--- config.mk ---
export PLATFORM = sky130hd
export DESIGN_NAME = maj_vote_accum
export DESIGN_NICKNAME = d
export VERILOG_FILES = /design/src/rtl/bitnet_pkg.sv /design/src/rtl/popcount_tree.sv /design/src/rtl/maj_vote_accum.sv
export SDC_FILE = /design/constraint.sdc
export NUM_CORES = 1
export LEC_CHECK = 0
export CORE_MARGIN = 3
export CORE_UTILIZATION = 46
export CTS_CLUSTER_SIZE = 16
export DETAILED_ROUTE_END_ITERATION = 12
export GPL_ROUTABILITY_DRIVEN = 1
export PLACE_DENSITY_LB_ADDON = 0.1
export SLEW_MARGIN = 20
export SYNTH_ARGS = -nofsm -noshare
export SYNTH_HDL_FRONTEND = slang
export SYNTH_SLANG_ARGS = --single-unit
--- constraint.sdc ---
create_clock -name clk_in -period 5.72 [get_ports clk_in]
set_clock_uncertainty 0.05 [all_clocks]
set_input_delay 1.43 -clock clk_in [delete_from_list [all_inputs] [get_ports clk_in]]
set_output_delay 1.43 -clock clk_in [all_outputs]
set_load 0.02 [all_outputs]
--- src/rtl/bitnet_pkg.sv ---
// Shared types and helpers for the binary-network datapath:
// default lane geometry, vote words and the weighted XNOR vote.
package bitnet_pkg;

  localparam int LANES_DEF     = 8;
  localparam int MAX_WORDS_DEF = 16;

  typedef logic [LANES_DEF-1:0] vote_word_t;

  typedef enum logic {
    ACCUM = 1'b0,
    HOLD  = 1'b1
  } accum_state_t;

  // A lane counts as a match when the vote agrees with its weight bit.
  function automatic vote_word_t xnor_vote(input vote_word_t vote, input vote_word_t weight);
    return ~(vote ^ weight);
  endfunction

endpackage

--- src/rtl/popcount_tree.sv ---
// Combinational population count of a WIDTH-bit word, result in $clog2(WIDTH+1) bits.
module popcount_tree #(
  parameter int WIDTH = 8,
  parameter int OUT_W = $clog2(WIDTH + 1)
) (
  input  logic [WIDTH-1:0] bits,
  output logic [OUT_W-1:0] count
);

  always_comb begin
    count = '0;
    for (int i = 0; i < WIDTH; i++) begin
      count = count + OUT_W'(bits[i]);
    end
  end

endmodule

--- src/rtl/maj_vote_accum.sv ---
// Sequential majority-vote neuron: accumulates weighted vote matches over a packet
// and emits one thresholded vote plus the raw count per packet.
module maj_vote_accum
  import bitnet_pkg::*;
#(
  parameter int LANES     = LANES_DEF,
  parameter int MAX_WORDS = MAX_WORDS_DEF,
  parameter int CNT_W     = $clog2(LANES * MAX_WORDS + 1)
) (
  input  logic             clk_in,
  input  logic             rst_in,
  input  logic             s_valid_in,
  output logic             s_ready_out,
  input  logic [LANES-1:0] s_votes_in,
  input  logic [LANES-1:0] s_weights_in,
  input  logic             s_last_in,
  input  logic [CNT_W-1:0] thresh_in,
  output logic             m_valid_out,
  input  logic             m_ready_in,
  output logic             m_vote_out,
  output logic [CNT_W-1:0] m_count_out,
  output logic             m_overflow_out
);

  localparam int PC_W = $clog2(LANES + 1);
  localparam int WC_W = $clog2(MAX_WORDS + 1);

  accum_state_t     state, state_nxt;
  logic [CNT_W-1:0] acc, thr, sum, thr_eff;
  logic [WC_W-1:0]  word_cnt;
  logic             first;
  logic [LANES-1:0] match;
  logic [PC_W-1:0]  pc;
  logic             accept, pkt_end;

  assign match = xnor_vote(s_votes_in, s_weights_in);

  popcount_tree #(.WIDTH(LANES), .OUT_W(PC_W)) u_popcount (
    .bits  (match),
    .count (pc)
  );

  assign s_ready_out = (state == ACCUM) && !rst_in;
  assign accept      = s_valid_in && s_ready_out;
  assign pkt_end     = s_last_in || (word_cnt == WC_W'(MAX_WORDS - 1));
  // The first word of a packet both seeds the sum and supplies the threshold.
  assign sum         = (first ? '0 : acc) + CNT_W'(pc);
  assign thr_eff     = first ? thresh_in : thr;

  always_comb begin
    state_nxt = state;
    case (state)
      ACCUM: if (accept && pkt_end) state_nxt = HOLD;
      HOLD:  if (m_ready_in)        state_nxt = ACCUM;
      default: state_nxt = ACCUM;
    endcase
  end

  always_ff @(posedge clk_in) begin
    if (rst_in) begin
      state          <= ACCUM;
      acc            <= '0;
      word_cnt       <= '0;
      thr            <= '0;
      first          <= 1'b1;
      m_valid_out    <= 1'b0;
      m_vote_out     <= 1'b0;
      m_count_out    <= '0;
      m_overflow_out <= 1'b0;
    end else begin
      state <= state_nxt;
      if (accept) begin
        if (first) begin
          thr   <= thresh_in;
          first <= 1'b0;
        end
        if (pkt_end) begin
          m_count_out    <= sum;
          m_vote_out     <= (sum >= thr_eff);
          m_overflow_out <= ~s_last_in;
          m_valid_out    <= 1'b1;
          acc            <= '0;
          word_cnt       <= '0;
          first          <= 1'b1;
        end else begin
          acc      <= sum;
          word_cnt <= word_cnt + 1'b1;
        end
      end else if (state == HOLD && m_ready_in) begin
        m_valid_out <= 1'b0;
      end
    end
  end

endmodule

==> results.md <==
- Routed vias/inst: 5.16
- Deepest clock path buffer count: 2
- Synth Area in Adders: 0.155
- Synth Area per Inst: 8.67 sq um
- Clock Latency Late Sink: 290 ps
- Worst Path Max Fanout: 3
- Worst-margin pin slew: about 650 ps
- RSZ-0062 raised after global routing: yes
- Initial antenna violation count: 0
- Worst Setup Start Kind: primary input
- Rows: 23
- Final setup viols: 0
- FF-to-FF path depth: 14
- Number of synthesized flops with an enable pin: 0
- Fraction of registers with async set/reset: 0
- Total CTS buffers: 5
- Die H: 72.1 um
- Worst VDD drop: 0.143 mV
- Fin nets: 340
- WL per Instance: approximately 13 um
- Initial DRC Count: 57
- Ports: 41
- Hpwl dp: just over 3 mm
- Achievable frequency: about 180 MHz
- Worst Setup SP: s_votes_in[0]
- Area Growth Syn to Fin: 39.6%
- Worst setup path end: m_vote_out
- R2r endpoint: m_vote_out
- Port Buffers: 40
- GRT Total Usage: 0.185
- CORE AREA: 0.00412 sq mm
- Clock root cell: clkbuf_8
- Area share of the largest cell type after synthesis: 0.338
- Worst Setup End Kind: flop
- FF+latch area: 681 sq um
- Via count: 1756
- Fin crit share: 0.992
- Grt total ovfl: 0
- Clock transition at the registers of the reported paths: 70 ps
- Commonest non-fill, non-tap cells in the layout: 34 x dfxtp_1, 32 x clkdlybuf4s50_1, 25 x buf_4, 22 x nand2_1, 18 x nand3_1
- Routed Antenna Nets: 0
- Simple-gate share of the synthesized area: 0.189
- Power per cell area: between 200 and 300 mW/mm^2
- Synth top area cells: dfxtp_1 34%, ha_1 11%, fa_1 5.0%
- Hold Fails Final Rpt: 0
- Tmin final: roughly 5700 ps
- DRT Pass-1 Iters: 4
- Syn Std Cell Area: 0.00201 sq mm
- Max transition margin: 0.563
- R2R Setup Slk: between 2000 and 3000 ps
- R2R Path Start: first
- Syn Nets: 283
- Worst hold margin: 396 ps
- Gpl congestion: 0.793
- Compound-cell area share of the yosys netlist: 0.164
- Ant. Diodes: 0
- Syn. warnings: 0
- Seq/Total Area, Yosys: 0.338
- First-pass GRT wire length: 7.59 mm
- Vias in the first global route: about 1700
- Hold WC Path Type: flop to flop
- Multi-input combinational cell area: between 0.001 and 0.0015 sq mm
- Largest net degree at the start of global routing: 35
- Setup ws final: 48.2 ps
- #FFs+latches synth: 34
- LEAKAGE: between 1 and 1.5 nW
- Top_reg_cell synth: dfxtp_1
- Crit path required time: 5850 ps
- Fillers: between 300 and 400
- Mux contribution to synthesized area: 0.0404
- DRC: 0
- Largest family of logic cells by synthesized area: simple AND/OR/NAND/NOR gates
- Final wirelength: between 4 and 5 mm
- Final Max Slew Viols: 0
- H-Tree Depth: 2
- Die area: 0.00520 sq mm
- WS Path Type: primary input to flop
- WP data arrival: 5800 ps
- Synth area leader: dfxtp_1
- Most common cell after layout, fill and taps aside: dfxtp_1
- Clock sinks: 34
- Die X: between 70 and 80 um
- CTS tree: done
- Max-Cap Viols: 0
- Starting Density: 0.489
- Post-synth cell types: slightly above 40
- Post-Syn Instances: 232
- Synth Area in XOR/XNOR: 0.0653
- Placement Setup Slack: -636 ps
- Status: finished, final reports clean
- Layout cells sized above 1: 0.207
report_power, final:
part	switching [mW]	internal (mW)	total (mW)
sequential	0.00750	0.251	0.258
clock	0.0857	0.130	0.216
combinational	0.137	0.153	0.290
total	0.231	0.534	0.764
how the worst min path moves through the flow:
| stage | end | cells after the start | from | slack (ps) |
|---|---|---|---|---|
| floorplan | acc[0] | 2 | acc[0] | 380 |
| detailed placement | acc[1] | 2 | acc[1] | 390 |
| global route | acc[2] | 2 | acc[2] | 430 |
| CTS | acc[2] | 2 | acc[2] | 400 |
| finish | acc[2] | 2 | acc[2] | 400 |
| global placement | acc[1] | 2 | acc[1] | 380 |
repair_timing:
item                                    4_1_cts  5_1_grt
endpoints found under the setup margin        1        1
buffers inserted                              6        4
pin swaps                                    28       19
resized for setup                            33        5
hold buffers                                  0        0
per-layer routing:
metal	global-route usage	up-vias	part of all wire	wire [um]
met5	0	-	0	0
met4	0.0689	0	0.021	93
met3	0.0416	8	0.038	173
met2	0.304	29	0.49	2200
met1	0.237	794	0.45	2040
li1	-	925	-	-
flip-flops by register name (all words and copies together), names as in the netlist:
signal,count
m_valid_out,1
m_count_out,8
m_vote_out,1
state,1
acc,8
thr,8
word_cnt,5
m_overflow_out,1
first,1
metrics by stage:
stage | TNS (ps) | utilization | cell area (sq um) | instances | total power, mW
after floorplan | -1.52 | - | 2030 | 232 | 0.420
after global placement | -604 | 0.617 | 2540 | 322 | 0.510
after detailed placement | -645 | 0.617 | 2540 | 322 | 0.515
after CTS | -138 | 0.669 | 2750 | 336 | 0.758
after global routing | -193 | 0.682 | 2810 | 340 | 0.816
final | 0 | 0.682 | 2810 | 340 | 0.764
kinds of logic (layout without fill, tap and decap cells):
group / Yosys count / count (layout)
buf+inv: 22 / 80
compound gates: 52 / 52
xor+xnor: 15 / 15
simple gates: 79 / 79
mux: 8 / 8
fa+ha+maj: 22 / 22
flops: 34 / 34
synthesized netlist by cell type, types with 2 or more instances:
| cell | n |
|---|---|
| buf_2 | 5 |
| xnor2_1 | 6 |
| o31ai_1 | 3 |
| or3_1 | 2 |
| dfxtp_1 | 34 |
| nor2b_1 | 5 |
| o21ai_0 | 19 |
| nor3_1 | 2 |
| nand3_1 | 20 |
| clkbuf_1 | 8 |
| xor2_1 | 9 |
| mux2i_1 | 7 |
| nand2_1 | 22 |
| a41oi_1 | 2 |
| fa_1 | 5 |
| nand2b_1 | 3 |
| ha_1 | 17 |
| nor2_1 | 16 |
| a21oi_1 | 10 |
| inv_1 | 7 |
| nor4_1 | 2 |
| a211oi_1 | 4 |
| a21o_1 | 6 |
critical path, stage by stage:
cell and delay [ps]:
buf_6 100, xnor2_2 120, ha_1 280, inv_2 30, fa_1 440, fa_1 490
inv_1 50, fa_2 350, fa_2 590, ha_4 220, a211oi_4 240, nor2_4 80
o2111ai_2 200, xor2_1 220, nor2_1 80, ha_1 320, a41oi_2 190, nand3_2 110
a41oi_2 190, nor4_1 60
layout make-up:
cell class	instances	area share
Clock buffer	7	0.0272
Clock inverter	1	0.0107
Tap cell	50	0.0223
Inverter	7	0.00936
Multi-Input combinational cell	176	0.479
Sequential cell	34	0.242
Timing Repair Buffer	65	0.209
Power figures use the tool's default switching activity.
==> RTL edit 1 (same flow settings) <==
Register the input `thresh_in` before use. The logic sees it one clock later. The other inputs are not delayed to match.
--- a/src/rtl/maj_vote_accum.sv
+++ b/src/rtl/maj_vote_accum.sv
@@ -26,4 +26,10 @@
   localparam int WC_W = $clog2(MAX_WORDS + 1);
 
+  logic [CNT_W-1:0] thresh_q;
+
+  always_ff @(posedge clk_in) begin
+    thresh_q <= thresh_in;
+  end
+
   accum_state_t     state, state_nxt;
   logic [CNT_W-1:0] acc, thr, sum, thr_eff;
@@ -46,5 +52,5 @@
   // The first word of a packet both seeds the sum and supplies the threshold.
   assign sum         = (first ? '0 : acc) + CNT_W'(pc);
-  assign thr_eff     = first ? thresh_in : thr;
+  assign thr_eff     = first ? thresh_q : thr;
 
   always_comb begin
@@ -72,5 +78,5 @@
       if (accept) begin
         if (first) begin
-          thr   <= thresh_in;
+          thr   <= thresh_q;
           first <= 1'b0;
         end
Check against the original RTL: not equivalent (a bounded check fails within 4 cycles, from zero or initial values and one cycle with rst_in high).
==> RTL edit 1 against the original RTL <==
- clock power fell by 8%
- worst setup slack worse by 0.066 ns
- largest cell class unchanged
- largest power group is now sequential cells
- cell count grew 2.4%
- fmax down 1.2%
- highest routed layer unchanged
- design area up 1.9%
- sequential power rose by 23%
- routed wire length is 1.5% lower
- synthesized area rose by 6.6%
- count of clock-buffer cells in the layout is 1 lower
- sequential share of layout area up 5.1 points
- sequential cell count rose by 8
- total power up 4.0%
- via count up 3.5%
- the run now ends with negative setup slack left
==> RTL edit 1: results <==
group,metric,value,unit
outcome,status,"complete, but fails checks",
outcome,violations,"negative setup slack",
logic_synthesis,synthMuxAreaShare,3.792,%
place,dpl_worst_slack,-0.6664,ns
sta,setup_violations,1,
logic_synthesis,synth_fp_nets,291,
cells_and_area,antenna-diode-count,0,
logic_synthesis,synth.top_cells.by_count,"dfxtp_1 (42), nand2_1 (26), o21ai_0 (21)",
clock_network,clk_latency,0.29,ns
cells_and_area,drive_gt1_share,16.55,%
place,finalWeightedCongestion,0.8176,
clock_network,cts_max_path_buffers,2,
logic_synthesis,synth_cell_type_count,40,
clock_network,h-tree-depth,2,
sta,worst_pin_slew,0.8256,ns
logic_synthesis,synth_fa_ha_area_share,14.59,%
setup_path,path_max_fanout,3,
cells_and_area,fillCellCount,401,
logic_synthesis,synthXorXnorAreaFrac,5.718,%
detailed_routing,wl,4.431,mm
pwr,power.leakage,1.176,nW
detailed_routing,dr_total_vias,1818,
logic_synthesis,synthArstFlopShare,0,%
logic_synthesis,synth-compound-area-share,14.76,%
logic_synthesis,synth_area_leaders,"dfxtp_1 (39%), ha_1 (9.9%), o21ai_0 (4.9%), fa_1 (4.7%), nand2_1 (4.6%)",
clock_network,numCtsBuffers,5,
place,hpwlAfterDp,3.260,mm
detailed_routing,drt_iter0_drc,50,
global_route,grtUsageTotal,17.84,%
setup_path,crit_slowest_cell,"fa_2",
setup_path,max_stage_delay,0.59,ns
logic_synthesis,synth_seq_area_share,39.21,%
global_route,grt_pass1_wl,7.562,mm
pwr,vdd_drop_max,0.0001498,V
global_route,grt_max_degree,32,
sta,setup_slack,-0.01792,ns
detailed_routing,firstDrtPassIters,4,
global_route,grt_pass1_vias,1681,
worst_hold_path,holdCritPathClass,"reg2reg",
setup_path,worstPathArrival,5.91,ns
place,io_buffers,40,
cells_and_area,nets,346,
RTL edit 1: cell count changes in the layout (fill, tap and decap cells not counted), sizes merged, moves of 2 or more:
cell,before,now
dfxtp,34,42
buf,29,23
nand2,22,26
a21o,6,3
nor2,17,20
o21ai,19,22
a41oi,2,0
nand2b,3,1
nand3,20,18
nand4,0,2
nor3b,0,2
RTL edit 1: power by group:
part	total, mW	internal, mW	switching (mW)
Combinational	0.277	0.148	0.129
Clock	0.199	0.0970	0.102
Sequential	0.318	0.309	0.00910
Total	0.795	0.554	0.241
RTL edit 1: final timing paths:
kind	from	endpoint	slack [ns]	cells past startpoint
hold reg to reg	acc[2]	acc[2]	0.40	2
setup reg to reg	first	m_vote_out	2.32	13
setup / recovery	s_weights_in[1]	m_vote_out	-0.02	19
hold / removal	acc[2]	acc[2]	0.40	2
RTL edit 1: metrics by stage:
step           cells  hold slack, ns  power [mW]  setup TNS [ns]  cell area [sq um]
6_report         348          0.4009      0.7946        -0.01792               2861
5_1_grt          348          0.4378      0.8527         -0.1707               2861
4_1_cts          348          0.4035      0.8042         -0.1225               2855
3_5_place_dp     339          0.3921      0.5835         -0.6977               2715
3_3_place_gp     339          0.3834      0.5800         -0.6448               2715
2_1_floorplan    240          0.3773      0.4799        -0.05006               2162
RTL edit 1: cells by family (layout without fill, tap and decap cells):
group	count (synthesis)	count (layout)
buf+inv	18	74
xor+xnor	14	14
mux	8	8
compound gates	52	52
fa+ha+maj	22	22
simple gates	84	84
flops	42	42
RTL edit 1: final cells by class:
| type | instances | area (sq um) | share of cell area, % |
|---|---|---|---|
| repair buffers | 59 | 540.5 | 18.89 |
| well taps | 52 | 65.06 | 2.274 |
| clock inverters | 2 | 12.51 | 0.4373 |
| multi-input cells | 180 | 1294 | 45.21 |
| clock buffers | 6 | 82.58 | 2.886 |
| inverters | 7 | 26.28 | 0.9182 |
| flip-flops and latches | 42 | 840.8 | 29.38 |
RTL edit 1: tightest hold or removal path, cell delays in order, from the launching register on:
cell	delay (ns)
dfxtp_1	0.31
nand2_1	0.05
a21oi_1	0.05
RTL edit 1: per-layer routing:
metal	track usage [%]	vias to the layer above	part of all wire [%]
met5	0	-	0
met4	6.522	0	1.1
met3	4.054	5	3.7
met2	29.53	23	49
met1	22.83	841	46
li1	-	949	-
RTL edit 1: timing repair:
action,in CTS,in global routing
gates resized for setup,31,1
pin swaps,24,13
buffers inserted,1,0
setup endpoints to repair,1,1
==> RTL edit 2 (same flow settings) <==
Made on the original files. The package constant `LANES_DEF` goes from 8 to 4.
--- a/src/rtl/bitnet_pkg.sv
+++ b/src/rtl/bitnet_pkg.sv
@@ -3,5 +3,5 @@
 package bitnet_pkg;
 
-  localparam int LANES_DEF     = 8;
+  localparam int LANES_DEF     = 4;
   localparam int MAX_WORDS_DEF = 16;
 
Ports: changed (resized m_count_out, s_votes_in, s_weights_in and thresh_in); port bits go from 41 to 31. No check against the original RTL was run, so the function may have changed too.
==> RTL edit 2 against the original RTL <==
- sequential cell count shrank 3
- synthesized area shrank 11%
- register-to-register slack gained 0.23 ns
- count of clock-buffer cells in the layout shrank 1
- design area shrank 23%
- die area shrank 10%
- worst setup slack gained 0.79 ns
- routed wire length shrank 12%
- critical endpoint unchanged
- highest routed layer unchanged
Power is not compared: it rests on default switching activity, and its combinational part moved more than twofold at a synthesized area within 25%.
==> RTL edit 2: results <==
group,metric,value,unit
global_route,met3_usage,6.076,%
clock_network,postCtsSetupBuffers,0,
global_route,grtUsageTotal,19.90,%
worst_hold_path,worstHoldStart,"m_count_out[2]",
global_route,grt_pass1_vias,1526,
setup_path,worstRegToRegCells,12,
clock_network,cts_resized,0,
logic_synthesis,synth.top_cells.by_count,"dfxtp_1 (31), nand2_1 (18), nor2_1 (18)",
logic_synthesis,synth.avg_cell_area,8.740,sq um
cells_and_area,drive_gt1_share,8.621,%
global_route,grt_pass1_wl,6.817,mm
sta,fin_hold_ws,0.4061,ns
cells_and_area,nets,268,
detailed_routing,vias_per_cell,5.371,
setup_path,reg2reg_slack,2.90,ns
outcome,status,"completed",
global_route,grt_max_degree,28,
global_route,met2_usage,34.42,%
place,finalWeightedCongestion,0.8300,
detailed_routing,avgRoutedWirePerCell,14.28,um
global_route,use_met1,21.88,%
cells_and_area,final_cells,278,
floorplan,fp.dieW,68.26,um
logic_synthesis,synth_area_leaders,"dfxtp_1 (35%), ha_1 (9.8%), nand3_1 (4.8%), nand2_1 (3.8%), nor2_1 (3.8%)",
detailed_routing,drt_iter0_drc,85,
setup_path,worstPathArrival,5.01,ns
place,hpwlAfterDp,2.947,mm
setup_path,r2r_start,"acc[0]",
-- RTL edit 2: changes by cell type after synthesis, sizes merged, moves of 4 or more --
cell,delta
clkbuf,-5
a21o,-6
nand2,-4
nor3,+4
o21ai,-6
-- RTL edit 2: metal layers --
| layer | wire length [um] | vias to the layer above |
|---|---|---|
| met5 | 0 | - |
| met4 | 94 | 0 |
| met3 | 213 | 9 |
| met2 | 1915 | 38 |
| met1 | 1747 | 678 |
| li1 | - | 768 |
-- RTL edit 2: tightest hold or removal path: cells and delay by family (launching register included) --
kind	cells	cell delay (ns)
and+or+nand+nor	2	0.10
DFF	1	0.31
-- RTL edit 2: through the flow --
stage | worst slack (ns) | total power, mW | cell area (sq um)
final | 0.8372 | 0.5137 | 2171
after global routing | 0.5121 | 0.5450 | 2171
after CTS | 0.8214 | 0.5175 | 2171
after detailed placement | 0.5162 | 0.3424 | 2083
after global placement | 0.6784 | 0.3390 | 2083
after floorplan | 1.240 | 0.3041 | 1783
-- RTL edit 2: final cells by class --
type	count	area, sq um	area share [%]
flip-flops and latches	31	620.6	28.59
repair buffers	32	315.3	14.52
clock inverters	1	5.005	0.2305
clock buffers	6	82.58	3.804
inverters	11	41.29	1.902
multi-input cells	151	1049	48.30
well taps	46	57.56	2.651
-- RTL edit 2: power by group through the flow --
stage          Sequential [mW]  Combinational (mW)  Clock, mW
2_1_floorplan            0.239              0.0655          0
3_3_place_gp             0.235               0.104          0
3_5_place_dp             0.236               0.107          0
4_1_cts                  0.231               0.107      0.179
5_1_grt                  0.232               0.120      0.193
6_report                 0.231               0.106      0.177
-- RTL edit 2: worst max path at each step --
stage	from	depth (start not counted)	endpoint	slack [ns]
finish	s_weights_in[0]	17	m_vote_out	0.84
global placement	s_weights_in[0]	17	m_vote_out	0.68
global route	s_weights_in[0]	17	m_vote_out	0.51
floorplan	s_votes_in[0]	16	m_vote_out	1.24
CTS	s_weights_in[0]	17	m_vote_out	0.82
detailed placement	s_weights_in[0]	17	m_vote_out	0.52
-- RTL edit 2: logic make-up (layout without fill, tap and decap cells) --
group	after synthesis	count (layout)	share of synthesized area (%)
DFF	31	31	34.81
buffers and inverters	22	50	6.386
muxes	7	7	4.000
AOI/OAI and AO/OA	39	39	15.30
xor gates and xnor gates	11	11	5.403
and+or+nand+nor	78	78	22.04
adders and majority gates	16	16	12.07
